--- config.mk ---
export PLATFORM = sky130hd
export DESIGN_NAME = vec_mat_iter_ctrl
export DESIGN_NICKNAME = d
export VERILOG_FILES = /design/src/rtl/vec_mat_iter_ctrl.sv
export SDC_FILE = /design/constraint.sdc
export NUM_CORES = 1
export LEC_CHECK = 0
export CELL_PAD_IN_SITES_DETAIL_PLACEMENT = 0
export CELL_PAD_IN_SITES_GLOBAL_PLACEMENT = 2
export CORE_UTILIZATION = 29
export CTS_BUF_LIST = sky130_fd_sc_hd__clkbuf_8
export DETAILED_ROUTE_END_ITERATION = 6
export PLACE_DENSITY_LB_ADDON = 0.1
export RECOVER_POWER = 25
export SLEW_MARGIN = 20
export SYNTH_ARGS = -nofsm -noshare
export SYNTH_HDL_FRONTEND = slang
export SYNTH_SLANG_ARGS = --single-unit
--- constraint.sdc ---
create_clock -name clk -period 15.4 [get_ports clk]
set_input_delay 2.31 -clock clk [delete_from_list [all_inputs] [get_ports clk]]
set_output_delay 2.31 -clock clk [all_outputs]
set_load 0.005 [all_outputs]
--- src/rtl/vec_mat_iter_ctrl.sv ---
// vec_mat_iter_ctrl: sequencer that drives an external 1x2-by-2x2 fixed-point
// multiplier N times, feeding each result back as the next vector, and
// returns v * M^N through a valid/ready handshake.
// The block does no arithmetic; every word passes through bit-exact.
// Optional build macro VEC_MAT_ITER_PERF_EN adds the perf_cycles output: a
// saturating count of busy cycles for the most recent job.
module vec_mat_iter_ctrl #(
  parameter int BIT_NUM  = 18,
  parameter int FRAC_NUM = 9,
  parameter int ITER_W   = 8
) (
  input  logic               clk,
  input  logic               arst,
  input  logic               in_valid,
  output logic               in_ready,
  input  logic [BIT_NUM-1:0] vec_in_0,
  input  logic [BIT_NUM-1:0] vec_in_1,
  input  logic [BIT_NUM-1:0] mat_in_00,
  input  logic [BIT_NUM-1:0] mat_in_01,
  input  logic [BIT_NUM-1:0] mat_in_10,
  input  logic [BIT_NUM-1:0] mat_in_11,
  input  logic [ITER_W-1:0]  iter_num,
  output logic [BIT_NUM-1:0] m_A_00,
  output logic [BIT_NUM-1:0] m_A_01,
  output logic [BIT_NUM-1:0] m_B_00,
  output logic [BIT_NUM-1:0] m_B_01,
  output logic [BIT_NUM-1:0] m_B_10,
  output logic [BIT_NUM-1:0] m_B_11,
  input  logic [BIT_NUM-1:0] m_C_00,
  input  logic [BIT_NUM-1:0] m_C_01,
  output logic               out_valid,
  input  logic               out_ready,
  output logic [BIT_NUM-1:0] out_0,
  output logic [BIT_NUM-1:0] out_1,
  output logic               busy
`ifdef VEC_MAT_ITER_PERF_EN
  ,
  output logic [15:0]        perf_cycles
`endif
);

  // FRAC_NUM only documents the multiplier's format; reject nonsense at elaboration.
  if (FRAC_NUM >= BIT_NUM) begin : g_bad_frac
    $error("vec_mat_iter_ctrl: FRAC_NUM must be smaller than BIT_NUM");
  end

  localparam logic [1:0] S_IDLE  = 2'd0;
  localparam logic [1:0] S_ISSUE = 2'd1;
  localparam logic [1:0] S_CAPT  = 2'd2;
  localparam logic [1:0] S_OUT   = 2'd3;

  logic [1:0]         state;
  logic [ITER_W-1:0]  n_reg;
  logic [ITER_W-1:0]  cnt;
  logic [ITER_W-1:0]  cnt_nxt;
  logic               accept;
  logic               last_iter;
  logic               zero_iter;

  logic [BIT_NUM-1:0] vec_0, vec_1;
  logic [BIT_NUM-1:0] mat_00, mat_01, mat_10, mat_11;
  logic [BIT_NUM-1:0] res_0, res_1;

  // cnt stays below n_reg <= 2^ITER_W-1 inside a job, so cnt+1 never wraps.
  assign cnt_nxt   = cnt + ITER_W'(1);
  assign last_iter = (cnt_nxt == n_reg);
  assign zero_iter = (iter_num == '0);
  assign accept    = in_valid & in_ready;

  assign in_ready  = (state == S_IDLE);
  assign out_valid = (state == S_OUT);
  assign busy      = (state != S_IDLE);

  assign m_A_00 = vec_0;
  assign m_A_01 = vec_1;
  assign m_B_00 = mat_00;
  assign m_B_01 = mat_01;
  assign m_B_10 = mat_10;
  assign m_B_11 = mat_11;
  assign out_0  = res_0;
  assign out_1  = res_1;

  // Job sequencing: alternate ISSUE/CAPT once per multiplication, then hold in OUT.
  always_ff @(posedge clk or posedge arst) begin
    if (arst) begin
      state <= S_IDLE;
      n_reg <= '0;
      cnt   <= '0;
    end else begin
      case (state)
        S_IDLE: begin
          if (accept) begin
            n_reg <= iter_num;
            cnt   <= '0;
            state <= zero_iter ? S_OUT : S_ISSUE;
          end
        end
        S_ISSUE: state <= S_CAPT;
        S_CAPT: begin
          cnt   <= cnt_nxt;
          state <= last_iter ? S_OUT : S_ISSUE;
        end
        S_OUT: begin
          if (out_ready) state <= S_IDLE;
        end
        default: state <= S_IDLE;
      endcase
    end
  end

  // Vector/matrix registers: loaded on accept, vector replaced by each captured product.
  always_ff @(posedge clk or posedge arst) begin
    if (arst) begin
      vec_0  <= '0;
      vec_1  <= '0;
      mat_00 <= '0;
      mat_01 <= '0;
      mat_10 <= '0;
      mat_11 <= '0;
    end else if (accept) begin
      vec_0  <= vec_in_0;
      vec_1  <= vec_in_1;
      mat_00 <= mat_in_00;
      mat_01 <= mat_in_01;
      mat_10 <= mat_in_10;
      mat_11 <= mat_in_11;
    end else if (state == S_CAPT) begin
      vec_0  <= m_C_00;
      vec_1  <= m_C_01;
    end
  end

  // Result registers: passthrough for N == 0, otherwise the last captured product.
  always_ff @(posedge clk or posedge arst) begin
    if (arst) begin
      res_0 <= '0;
      res_1 <= '0;
    end else if (accept && zero_iter) begin
      res_0 <= vec_in_0;
      res_1 <= vec_in_1;
    end else if ((state == S_CAPT) && last_iter) begin
      res_0 <= m_C_00;
      res_1 <= m_C_01;
    end
  end

`ifdef VEC_MAT_ITER_PERF_EN
  function automatic logic [15:0] sat_inc(input logic [15:0] v);
    return (v == 16'hFFFF) ? v : v + 16'd1;
  endfunction

  // Busy-cycle counter: cleared on accept, counts the OUT handshake cycle, then idles.
  always_ff @(posedge clk or posedge arst) begin
    if (arst) begin
      perf_cycles <= '0;
    end else if (accept) begin
      perf_cycles <= '0;
    end else if (busy) begin
      perf_cycles <= sat_inc(perf_cycles);
    end
  end
`endif

endmodule

---- Yosys cells after proc, flatten, opt, wreduce, memory -nomap -nowiden ----
Index checks and enable logic that the tools add are counted.
storage, ports and cells
  output and inout bits ................... 147
  flip-flop bits (word level) ............. 162
  logic and storage cells ................. 45
  input port bits ......................... 156
cells by class
  equal/unequal tests ..................... 6
  add/sub/neg operators ................... 1
  bitwise operators ....................... 1
  multiplexer cells ....................... 15
  reductions and logical operators ........ 11
operator list
  cell                   count
  $mux W18               8
  $pmux W8 S2            1
  $add A8 B1 Y8 const B  1
  $eq A8 B8 Y1           1
  $logic_not A8 Y1       1
  $mux W2                4
  $mux W8                1
  $pmux W2 S4            1
  $reduce_bool A2 Y1     4
  $reduce_and A2 Y1      3
  $eq A2 B2 Y1 const B   2
  $ne A2 B1 Y1 const B   2
  $eq A2 B1 Y1 const B   1
  $logic_and A1 B1 Y1    2
  $logic_not A2 Y1       1
  $and A1 B1 Y1          1

---- Depth between registers and ports, before layout ----
Gate-level depths: netlist of the first run.
  word-level depth ........................ 5
  depth in mapped cells ................... 10
  gate-level depth less buffers ........... 7

---- Worst setup path before layout of the first run ----
No wires, ideal clock.
  kind .................................... input to register
  start ................................... input port iter_num[5]
  end ..................................... register res_0[17] (netlist: out_0[17])
  arrival ................................. 3.448 ns
  stages .................................. 6
  data required time ...................... 15.263 ns
  setup slack ............................. 11.815 ns
  buffers on the path ..................... 1
  setup time .............................. 0.137 ns
  cell sequence ........................... or4_1 nor2_1 nand2_1 clkbuf_1 nor2_1 a21oi_1
on the way
  longest elaborated chain between the ends .. 3
  elaborated cells on any way between the ends .. 4
  those cells by class .................... 1 x mux; 3 x reduce/logical
RTL lines
  item                                            RTL line  source
  from (decl)                                     22        input logic [ITER_W-1:0] iter_num,
  $logic_not A8 Y1 *                              67        assign zero_iter = (iter_num == '0);
  $logic_and A1 B1 Y1 *                           138       end else if (accept && zero_iter) begin
  $mux W18 or $reduce_bool A2 Y1 (tied branches)  --
  to (signal assigned)                            139       res_0 <= vec_in_0;
  to (signal assigned)                            142       res_0 <= m_C_00;
  to (decl)                                       62        logic [BIT_NUM-1:0] res_0, res_1;
Every way passes the cells marked *; elsewhere a longest branch is shown, timed or not.
A chain may end at the register's enable or synchronous reset.

==> impl_results.rst, run 1 <==
.. list-table::
   :header-rows: 1

   * - Metric
     - Value
   * - Status
     - finished, violations left
   * - Failing checks
     - capacitance limit, slew limit
   * - Part of the Yosys area used for sequential elements
     - 0.570
   * - DRC
     - 0
   * - Leakage power figure
     - 4.56 nW
   * - Largest delay contributor family on the critical path
     - buffers and inverters
   * - Dominant cell type by area after synthesis
     - sky130_fd_sc_hd__dfrtp_1
   * - Number of antenna violations at the first check in global routing
     - 2
   * - Grt total ovfl
     - 0
   * - Routed wire length per instance
     - 18.4 microns
   * - Row count
     - 56
   * - Effective utilization at floorplan
     - 0.299
   * - Final-report setup violation count
     - 0
   * - Critical setup path kind
     - input port to async pin
   * - Post-synthesis net count
     - 757
   * - Number of distinct standard cells referenced by the synthesized netlist
     - 41
   * - Area growth, synth to finish
     - 52.1%
   * - Arrival time at the worst endpoint
     - 5.79 ns
   * - Number of vias per cell after detailed routing
     - 4.74
   * - Final count of pins violating max slew
     - 115
   * - Buffer type at the clock tree root
     - sky130_fd_sc_hd__clkbuf_8
   * - MaxCap Viol Count
     - 1
   * - Cell with the largest stage delay on the worst path
     - sky130_fd_sc_hd__clkinvlp_2
   * - Maximum count of clock buffers along a single path
     - 2
   * - TritonCTS sink count
     - 162
   * - Die area
     - 25100 sq um
   * - Aggregate negative setup slack
     - 0 ns
   * - Initial DRC Count
     - 240
   * - Post-detailed-placement half-perimeter wirelength
     - 15700 microns
   * - Kind of path behind the tightest hold check
     - register to register
   * - Achievable Freq
     - 0.154 GHz
   * - Floorplan die width
     - 159 microns
   * - Post-CTS setup buffers
     - 0
   * - Biggest fanout along the worst timing path
     - 114
   * - Syn_area_per_cell
     - 11.8 sq um
   * - Area fraction of the dominant cell type after synthesis
     - 0.570
   * - Die Y
     - 159 microns
   * - Worst path buffer plus inverter count
     - 2
   * - Multi-input gate area in the final layout
     - 2820 sq um
   * - Area after detailed placement
     - 10400 sq um
   * - Leading cell type in the layout, fill and taps excluded
     - sky130_fd_sc_hd__clkdlybuf4s50_1
   * - Worst-path clk slew
     - 0.10 ns
   * - Highest-count cells in the layout ignoring fill and taps
     - 300 x sky130_fd_sc_hd__clkdlybuf4s50_1, 160 x sky130_fd_sc_hd__dfrtp_1, 79 x sky130_fd_sc_hd__mux2_2
   * - Final Critical Period
     - 6.48 ns
   * - Largest net degree at the start of global routing
     - 115
   * - Number of levels the H-tree was split into
     - 4
   * - Skew-Pair Late Insertion Delay
     - 0.44 ns
   * - Max Clock Skew
     - 0.0181 ns
   * - Storage element area
     - 4060 sq um
   * - Critical path capture point type
     - async pin
   * - Input/output buffers
     - 302
   * - Via count of the first global-routing pass
     - 6147
   * - Post-CTS Hold Fix Bufs
     - 0
   * - Share of final-layout standard cells stronger than drive strength 1
     - 0.141
   * - Pre-Repair DR Iteration Count
     - 4
   * - Number of enable-type register cells in the synthesized netlist
     - 0
   * - Origin of the critical flop-to-flop path
     - state[1]
   * - Wire length of the first global-routing pass
     - 34400 microns
   * - Core area
     - 23800 sq um
   * - Cell area after technology mapping
     - 7110 sq um
   * - Worst-Margin Slew
     - 5.15 ns
   * - Cell area power density
     - 180 nW/um^2
   * - Post-Place Cells
     - 1185
   * - Synthesis Warnings
     - 0
   * - Share of flip-flops with an asynchronous set or reset
     - 1.00
   * - Dominant synthesized flop cell
     - sky130_fd_sc_hd__dfrtp_1
   * - Final hold violation count
     - 0
   * - Worst IR Drop VDD
     - 0.0827 mV
   * - Post-cts sizing count
     - 0
   * - Min-Delay Startpoint
     - m_A_01[16]
   * - Launching element type of the critical path
     - input port
   * - Largest incremental delay on the critical path
     - 2.88 ns
   * - Period utilisation layout
     - 0.421
   * - Post-route antenna net violation count
     - 0
   * - Required time at the endpoint of the critical path
     - 14.71 ns
   * - End-of-flow core utilization
     - 0.455
   * - Total detailed-routing wirelength
     - 22400 microns
   * - IO Pins
     - 303
   * - Count of nets after finishing
     - 1042
   * - Filler instances
     - 2182
   * - Total clock buffers created by CTS
     - 17
   * - CTS tree
     - yes
   * - Count of vias placed by the detailed router
     - 5762
   * - Cell Chain, Critical Path
     - dlygate4sd3_1 -> clkinvlp_2
   * - Last weighted congestion value of the routability-driven placer
     - 0.770
   * - Final non-filler cell area
     - 10800 sq um
   * - Overall fraction of global-route tracks in use
     - 0.182
   * - Cell types with the largest area share after synthesis
     - sky130_fd_sc_hd__dfrtp_1 57%, sky130_fd_sc_hd__mux2_2 13%, sky130_fd_sc_hd__mux2i_1 5.4%, sky130_fd_sc_hd__a21oi_1 4.0%, sky130_fd_sc_hd__a22oi_1 3.8%
   * - Gate count of the mapped netlist
     - 600
   * - Filler-free cell count of the finished design
     - 1216
   * - Timing startpoint of the critical path
     - arst
   * - Unrepaired setup endpoints after global routing
     - false
   * - Flop and latch count out of synthesis
     - 162
   * - Max-slew headroom
     - -2.45
[kinds of logic after synthesis]
| group | count (synthesis) | synth area share |
|---|---|---|
| AO/OA/AOI/OAI | 154 | 0.127 |
| XOR/XNOR | 8 | 0.0118 |
| adder cells (fa/ha/maj) | 1 | 0.00176 |
| buffers and inverters | 50 | 0.0371 |
| flip-flops | 162 | 0.570 |
| multiplexers | 117 | 0.179 |
| AND/OR/NAND/NOR | 108 | 0.0729 |
[stage by stage]
step	hold WS [ns]	worst slack [ns]	power, mW
3_3_place_gp	0.461	10.63	1.60
3_5_place_dp	0.473	10.57	1.62
4_1_cts	0.496	10.78	1.99
6_report	0.489	8.92	1.95
5_1_grt	0.522	7.96	2.09
2_1_floorplan	0.469	8.71	1.08
[power by group]
part	leakage [nW]	switching, mW	internal [mW]
Clock	0.207	0.166	0.192
Combinational	2.43	0.288	0.532
Sequential	1.93	0.153	0.621
[synth_stat cells, types with 2 or more instances]
| master | instances |
|---|---|
| sky130_fd_sc_hd__dfrtp_1 | 162 |
| sky130_fd_sc_hd__mux2_2 | 79 |
| sky130_fd_sc_hd__a21oi_1 | 57 |
| sky130_fd_sc_hd__o21ai_0 | 48 |
| sky130_fd_sc_hd__nor2_1 | 40 |
| sky130_fd_sc_hd__mux2i_1 | 38 |
| sky130_fd_sc_hd__a22oi_1 | 36 |
| sky130_fd_sc_hd__nand2_1 | 27 |
| sky130_fd_sc_hd__clkbuf_1 | 24 |
| sky130_fd_sc_hd__nor2b_1 | 21 |
| sky130_fd_sc_hd__buf_2 | 13 |
| sky130_fd_sc_hd__nand3_1 | 7 |
| sky130_fd_sc_hd__inv_1 | 6 |
| sky130_fd_sc_hd__xor2_1 | 5 |
| sky130_fd_sc_hd__buf_12 | 3 |
| sky130_fd_sc_hd__a21boi_0 | 2 |
| sky130_fd_sc_hd__and3_1 | 2 |
| sky130_fd_sc_hd__and3_4 | 2 |
| sky130_fd_sc_hd__nor3_1 | 2 |
| sky130_fd_sc_hd__o21ai_1 | 2 |
| sky130_fd_sc_hd__o41ai_1 | 2 |
| sky130_fd_sc_hd__or4_1 | 2 |
| sky130_fd_sc_hd__xnor2_1 | 2 |
[path summary, 6_finish.rpt]
check                           cells after the start  slack [ns]          to
worst min-delay path                                2        0.49  m_A_01[16]
worst min register to register                      2        0.49  m_A_01[16]
worst max-delay path                                2        8.92    state[1]
worst max register to register                      7       11.75    out_0[6]
max in group clk                                    5       10.31   m_B_00[0]
min in group asynchronous                           2        3.92  m_B_10[12]
[layer usage]
metal,GRT usage,part of all wire,up-vias,routed length [microns]
met4,0.0527,0.011,0,237
met5,0,0,-,0
met3,0.0708,0.086,14,1930
li1,-,-,2702,-
met2,0.317,0.50,208,11300
met1,0.205,0.40,2838,8940
[final cells by class]
type,instances,area share
Antenna cell,2,0.000463
Clock buffer,17,0.0216
Clock inverter,12,0.0191
Sequential cell,162,0.375
Tap cell,319,0.0369
Multi-Input combinational cell,388,0.260
Timing Repair Buffer,309,0.284
Inverter,7,0.00255
Note: power is estimated with default switching activity, not from simulation.
==> inputs of run 2 (changes only) <==
--- a/config.mk
+++ b/config.mk
@@ -7,7 +7,7 @@
 export LEC_CHECK = 0
 export CELL_PAD_IN_SITES_DETAIL_PLACEMENT = 0
 export CELL_PAD_IN_SITES_GLOBAL_PLACEMENT = 2
-export CORE_UTILIZATION = 29
+export CORE_UTILIZATION = 24
 export CTS_BUF_LIST = sky130_fd_sc_hd__clkbuf_8
 export DETAILED_ROUTE_END_ITERATION = 6
 export PLACE_DENSITY_LB_ADDON = 0.1
==> constraint.sdc (replaced) <==
create_clock -name clk -period 5.7 [get_ports clk]
set_input_delay 0.855 -clock clk [delete_from_list [all_inputs] [get_ports clk]]
set_output_delay 0.855 -clock clk [all_outputs]
set_load 0.005 [all_outputs]
==> impl_results.rst, run 2 (synthesis results as in run 1) <==
.. list-table::
   :header-rows: 1

   * - Metric
     - Value
   * - Status
     - finished, violations left
   * - Failing checks
     - capacitance limit, slew limit
   * - Unrepaired setup endpoints after global routing
     - false
   * - Post-route antenna net violation count
     - 0
   * - Share of final-layout standard cells stronger than drive strength 1
     - 0.145
   * - Count of nets after finishing
     - 1044
   * - Largest net degree at the start of global routing
     - 80
   * - Via count of the first global-routing pass
     - 6515
   * - Skew-Pair Late Insertion Delay
     - 0.45 ns
   * - Worst IR Drop VDD
     - 0.209 mV
   * - Critical register-to-register path endpoint
     - cnt[7]
   * - Required time at the endpoint of the critical path
     - 6.19 ns
   * - Die Y
     - 174 microns
   * - Origin of the critical flop-to-flop path
     - state[0]
   * - Kind of path behind the tightest hold check
     - register to register
   * - Cell area power density
     - 483 nW/um^2
   * - Total detailed-routing wirelength
     - 23400 microns
   * - Wire length of the first global-routing pass
     - 36900 microns
   * - Period utilisation layout
     - 0.657
   * - Worst-path clk slew
     - 0.09 ns
   * - Overall fraction of global-route tracks in use
     - 0.158
   * - Effective utilization at floorplan
     - 0.246
   * - DRC
     - 0
   * - Row count
     - 62
   * - Post-CTS Hold Fix Bufs
     - 0
   * - Post-route setup slack
     - 1.96 ns
   * - Max Clock Skew
     - 0.0179 ns
   * - Post-cts sizing count
     - 0
   * - Buffer type at the clock tree root
     - sky130_fd_sc_hd__clkbuf_8
   * - Core area
     - 28900 sq um
   * - Input/output buffers
     - 302
   * - Depth of the worst register-to-register path
     - 5
   * - Post-CTS setup buffers
     - 0
   * - Final count of pins violating max slew
     - 124
   * - Area after detailed placement
     - 10500 sq um
   * - Last weighted congestion value of the routability-driven placer
     - 0.740
   * - Max-slew headroom
     - -1.36
   * - IO Pins
     - 303
   * - Number of vias per cell after detailed routing
     - 4.49
   * - Final-report setup violation count
     - 0
   * - Filler-free cell count of the finished design
     - 1283
   * - Initial DRC Count
     - 209
   * - Worst-Margin Slew
     - 3.53 ns
   * - Count of vias placed by the detailed router
     - 5756
   * - Final non-filler cell area
     - 10900 sq um
   * - Die area
     - 30300 sq um
   * - Critical path capture point type
     - async pin
   * - Floorplan die width
     - 174 microns
   * - Grt total ovfl
     - 0
   * - Hold Crit Depth
     - 2
   * - Timing startpoint of the critical path
     - arst
   * - Aggregate negative setup slack
     - 0 ns
   * - Post-Place Cells
     - 1252
   * - Critical path endpoint
     - state[1]
   * - Pre-Repair DR Iteration Count
     - 4
   * - MaxCap Viol Count
     - 3
   * - Total clock buffers created by CTS
     - 17
   * - Highest-count cells in the layout ignoring fill and taps
     - 301 x sky130_fd_sc_hd__clkdlybuf4s50_1, 161 x sky130_fd_sc_hd__dfrtp_1, 79 x sky130_fd_sc_hd__mux2_2
   * - Achievable Freq
     - 0.267 GHz
   * - Minimum setup slack among reg-to-reg paths
     - 2.33 ns
   * - Critical setup path kind
     - input port to async pin
   * - Number of levels the H-tree was split into
     - 4
   * - Routed wire length per instance
     - 18.3 microns
   * - CTS tree
     - yes
   * - Setup slack at placement
     - 2.30 ns
   * - Leading cell type in the layout, fill and taps excluded
     - sky130_fd_sc_hd__clkdlybuf4s50_1
   * - Launching element type of the critical path
     - input port
   * - Number of antenna violations at the first check in global routing
     - 2
   * - TritonCTS sink count
     - 162
   * - Leakage power figure
     - 4.59 nW
   * - Area growth, synth to finish
     - 53.3%
   * - Maximum count of clock buffers along a single path
     - 2
   * - Diodes inserted
     - 0
   * - Arrival time at the worst endpoint
     - 4.23 ns
   * - PnR Total Power
     - 5.26 mW
   * - Final Critical Period
     - 3.74 ns
   * - Post-detailed-placement half-perimeter wirelength
     - 16400 microns
   * - Final hold violation count
     - 0
   * - Biggest fanout along the worst timing path
     - 79
run 2: cell count changes in the layout (fill, tap and decap cells not counted), moves of 2 or more:
cell	change
sky130_fd_sc_hd__diode_2	-2
sky130_fd_sc_hd__clkinvlp_4	-4
sky130_fd_sc_hd__inv_6	+2
sky130_fd_sc_hd__inv_8	+4
sky130_fd_sc_hd__bufinv_16	-2
sky130_fd_sc_hd__buf_4	+3
run 2: per-layer routing:
metal | vias to the layer above | global-route usage | part of all wire
met5 | - | 0 | 0.0012
met4 | 4 | 0.0369 | 0.011
met3 | 15 | 0.0628 | 0.076
met2 | 195 | 0.287 | 0.52
met1 | 2846 | 0.170 | 0.39
li1 | 2696 | - | -
run 2: metrics by stage:
stage	utilization	hold slack [ns]
4_1_cts	0.377	0.493
6_report	0.377	0.491
3_5_place_dp	0.362	0.472
2_1_floorplan	-	0.469
3_3_place_gp	0.362	0.465
5_1_grt	0.377	0.505
run 2: worst min-delay path by stage:
stage                          start         end  slack (ns)
after CTS                 m_A_01[14]  m_A_01[14]        0.49
final                      m_A_01[4]   m_A_01[4]        0.49
after floorplan               cnt[7]      cnt[7]        0.47
after global routing      m_A_01[14]  m_A_01[14]        0.50
after detailed placement   m_A_01[4]   m_A_01[4]        0.47
after global placement     m_A_01[4]   m_A_01[4]        0.46
run 2: layout make-up:
cell class                 count  area [sq um]
clock buffer                  18           248
clock inverter                13           188
fill                        2817         18000
inverter                       7          27.5
multi-input combinational    388          2810
sequential                   162          4060
tap                          384           480
timing repair buffer         311          3090
run 2: critical path, stage by stage:
cell and delay (ns):
sky130_fd_sc_hd__dlygate4sd3_1 0.54, sky130_fd_sc_hd__clkinvlp_2 1.99, sky130_fd_sc_hd__buf_4 0.79
run 2: where the power goes:
group          leakage, nW  internal [mW]  switching [mW]  total (mW)
Sequential            1.93           1.67           0.420        2.09
Clock                0.223          0.463           0.483       0.946
Combinational         2.44           1.44           0.779        2.22
==> inputs of run 3 (changes only) <==
--- a/config.mk
+++ b/config.mk
@@ -7,7 +7,7 @@
 export LEC_CHECK = 0
 export CELL_PAD_IN_SITES_DETAIL_PLACEMENT = 0
 export CELL_PAD_IN_SITES_GLOBAL_PLACEMENT = 2
-export CORE_UTILIZATION = 24
+export CORE_UTILIZATION = 27
 export CTS_BUF_LIST = sky130_fd_sc_hd__clkbuf_8
 export DETAILED_ROUTE_END_ITERATION = 6
 export PLACE_DENSITY_LB_ADDON = 0.1
==> constraint.sdc (replaced) <==
create_clock -name clk -period 3.76 [get_ports clk]
set_input_delay 0.564 -clock clk [delete_from_list [all_inputs] [get_ports clk]]
set_output_delay 0.564 -clock clk [all_outputs]
set_load 0.005 [all_outputs]
==> impl_results.rst, run 3 (synthesis results as in run 1) <==
.. list-table::
   :header-rows: 1

   * - Metric
     - Value
   * - Via count of the first global-routing pass
     - 6300
   * - Area growth, synth to finish
     - 52.5%
   * - Leading cell type in the layout, fill and taps excluded
     - sky130_fd_sc_hd__clkdlybuf4s50_1
   * - Biggest fanout along the worst timing path
     - 20
   * - Last weighted congestion value of the routability-driven placer
     - 0.751
   * - Post-Place Cells
     - 1205
   * - Effective utilization at floorplan
     - 0.274
   * - Critical setup path kind
     - register to register
   * - Final Critical Period
     - 3.11 ns
   * - Worst-path clk slew
     - 0.10 ns
   * - Cell area power density
     - 726 nW/um^2
   * - Filler instances
     - 2458
   * - DRC
     - 0
   * - Metal2 WL
     - 11300 microns
   * - Leakage power figure
     - 4.59 nW
   * - Wire length of the first global-routing pass
     - 34900 microns
   * - Storage element area
     - 4060 sq um
   * - Die Y
     - 164 microns
   * - Count of nets after finishing
     - 1046
   * - Buffer type at the clock tree root
     - sky130_fd_sc_hd__clkbuf_8
   * - Filler-free cell count of the finished design
     - 1238
   * - Total detailed-routing wirelength
     - 22500 microns
   * - Skew-Pair Late Insertion Delay
     - 0.47 ns
   * - Pre-Repair DR Iteration Count
     - 4
   * - Post-route antenna net violation count
     - 0
   * - Final hold violation count
     - 0
   * - Largest net degree at the start of global routing
     - 163
   * - Worst hold-check slack
     - 0.486 ns
   * - CTS tree
     - yes
   * - Required time at the endpoint of the critical path
     - 4.09 ns
   * - Worst IR Drop VDD
     - 0.311 mV
   * - Highest metal layer with signal wires
     - met4
   * - Unrepaired setup endpoints after global routing
     - false
   * - Worst-Margin Slew
     - 2.30 ns
   * - Final count of pins violating max slew
     - 163
   * - Post-CTS Hold Fix Bufs
     - 0
   * - Final-report setup violation count
     - 0
   * - Die area
     - 27000 sq um
   * - Grt total ovfl
     - 0
   * - Post-detailed-placement half-perimeter wirelength
     - 15800 microns
   * - Achievable Freq
     - 0.322 GHz
   * - Arrival time at the worst endpoint
     - 3.44 ns
   * - TritonCTS sink count
     - 162
   * - Number of levels the H-tree was split into
     - 4
   * - Post-cts sizing count
     - 0
   * - Depth of the worst register-to-register path
     - 8
   * - Failing checks
     - capacitance limit, slew limit
   * - Routed wire length per instance
     - 18.2 microns
   * - MaxCap Viol Count
     - 1
   * - Aggregate negative setup slack
     - 0 ns
   * - Maximum count of clock buffers along a single path
     - 2
   * - Total clock buffers created by CTS
     - 17
   * - Share of final-layout standard cells stronger than drive strength 1
     - 0.150
   * - Highest-count cells in the layout ignoring fill and taps
     - 301 x sky130_fd_sc_hd__clkdlybuf4s50_1, 160 x sky130_fd_sc_hd__dfrtp_1, 79 x sky130_fd_sc_hd__mux2_2
   * - Overall fraction of global-route tracks in use
     - 0.170
   * - Met1 wire length
     - 8970 microns
   * - Critical path capture point type
     - register
   * - Kind of path behind the tightest hold check
     - register to register
   * - Max Clock Skew
     - 0.0180 ns
   * - Initial DRC Count
     - 373
   * - Hold Crit Depth
     - 2
   * - Status
     - finished, violations left
   * - Max-slew headroom
     - -0.530
   * - Post-CTS setup buffers
     - 0
   * - Multi-input gate area in the final layout
     - 2820 sq um
   * - Input/output buffers
     - 302
   * - IO Pins
     - 303
   * - Number of antenna violations at the first check in global routing
     - 1
   * - Count of vias placed by the detailed router
     - 5800
   * - Period utilisation layout
     - 0.826
   * - PnR Total Power
     - 7.87 mW
   * - Floorplan die width
     - 164 microns
   * - Launching element type of the critical path
     - register
   * - Sum of met3 wire segment lengths after detailed routing
     - 1870 microns
   * - Number of vias per cell after detailed routing
     - 4.68
   * - Row count
     - 59
   * - Core area
     - 25900 sq um
run 3: path summary, 6_finish.rpt:
path                               to       start  slack, ns
max                         out_0[12]      cnt[0]       0.65
min                        m_A_01[15]  m_A_01[15]       0.49
max reg2reg                 out_0[12]      cnt[0]       0.65
min reg2reg                m_A_01[15]  m_A_01[15]       0.49
max in group asynchronous    state[0]        arst       0.78
min in group asynchronous   m_B_10[0]        arst       1.40
run 3: metrics by stage:
stage	util	cell area [sq um]	setup slack (ns)
finish	0.418	10800	0.654
global route	0.418	10800	0.273
CTS	0.419	10900	0.617
detailed placement	0.403	10500	0.649
global placement	0.403	10500	0.812
floorplan	-	7110	1.14
run 3: worst max-delay path: stages, from the launching register on:
cell and delay, ns:
sky130_fd_sc_hd__dfrtp_1 0.46, sky130_fd_sc_hd__ha_1 0.33, sky130_fd_sc_hd__nand2_1 0.16, sky130_fd_sc_hd__nor3_1 0.26, sky130_fd_sc_hd__nor4b_2 0.10, sky130_fd_sc_hd__o2111ai_4 0.81
sky130_fd_sc_hd__buf_4 0.48, sky130_fd_sc_hd__mux2i_1 0.26, sky130_fd_sc_hd__a21oi_1 0.10
run 3: routing by layer:
metal  global-route usage  vias to the layer above
met3               0.0596                       23
met5                    0                        -
met1                0.199                     2863
met4               0.0585                        0
met2                0.287                      200
li1                     -                     2714
run 3: area by class of cell:
type / instances / area share
sequential: 162 / 0.374
timing repair buffer: 313 / 0.288
multi-input combinational: 388 / 0.260
tap: 335 / 0.0387
clock buffer: 17 / 0.0216
clock inverter: 15 / 0.0155
inverter: 7 / 0.00277
antenna: 1 / 0.000231
run 3: power breakdown:
group	total (mW)	switching (mW)	internal, mW
combinational	3.49	1.29	2.20
sequential	3.07	0.525	2.54
clock	1.31	0.758	0.556
total	7.87	2.57	5.30
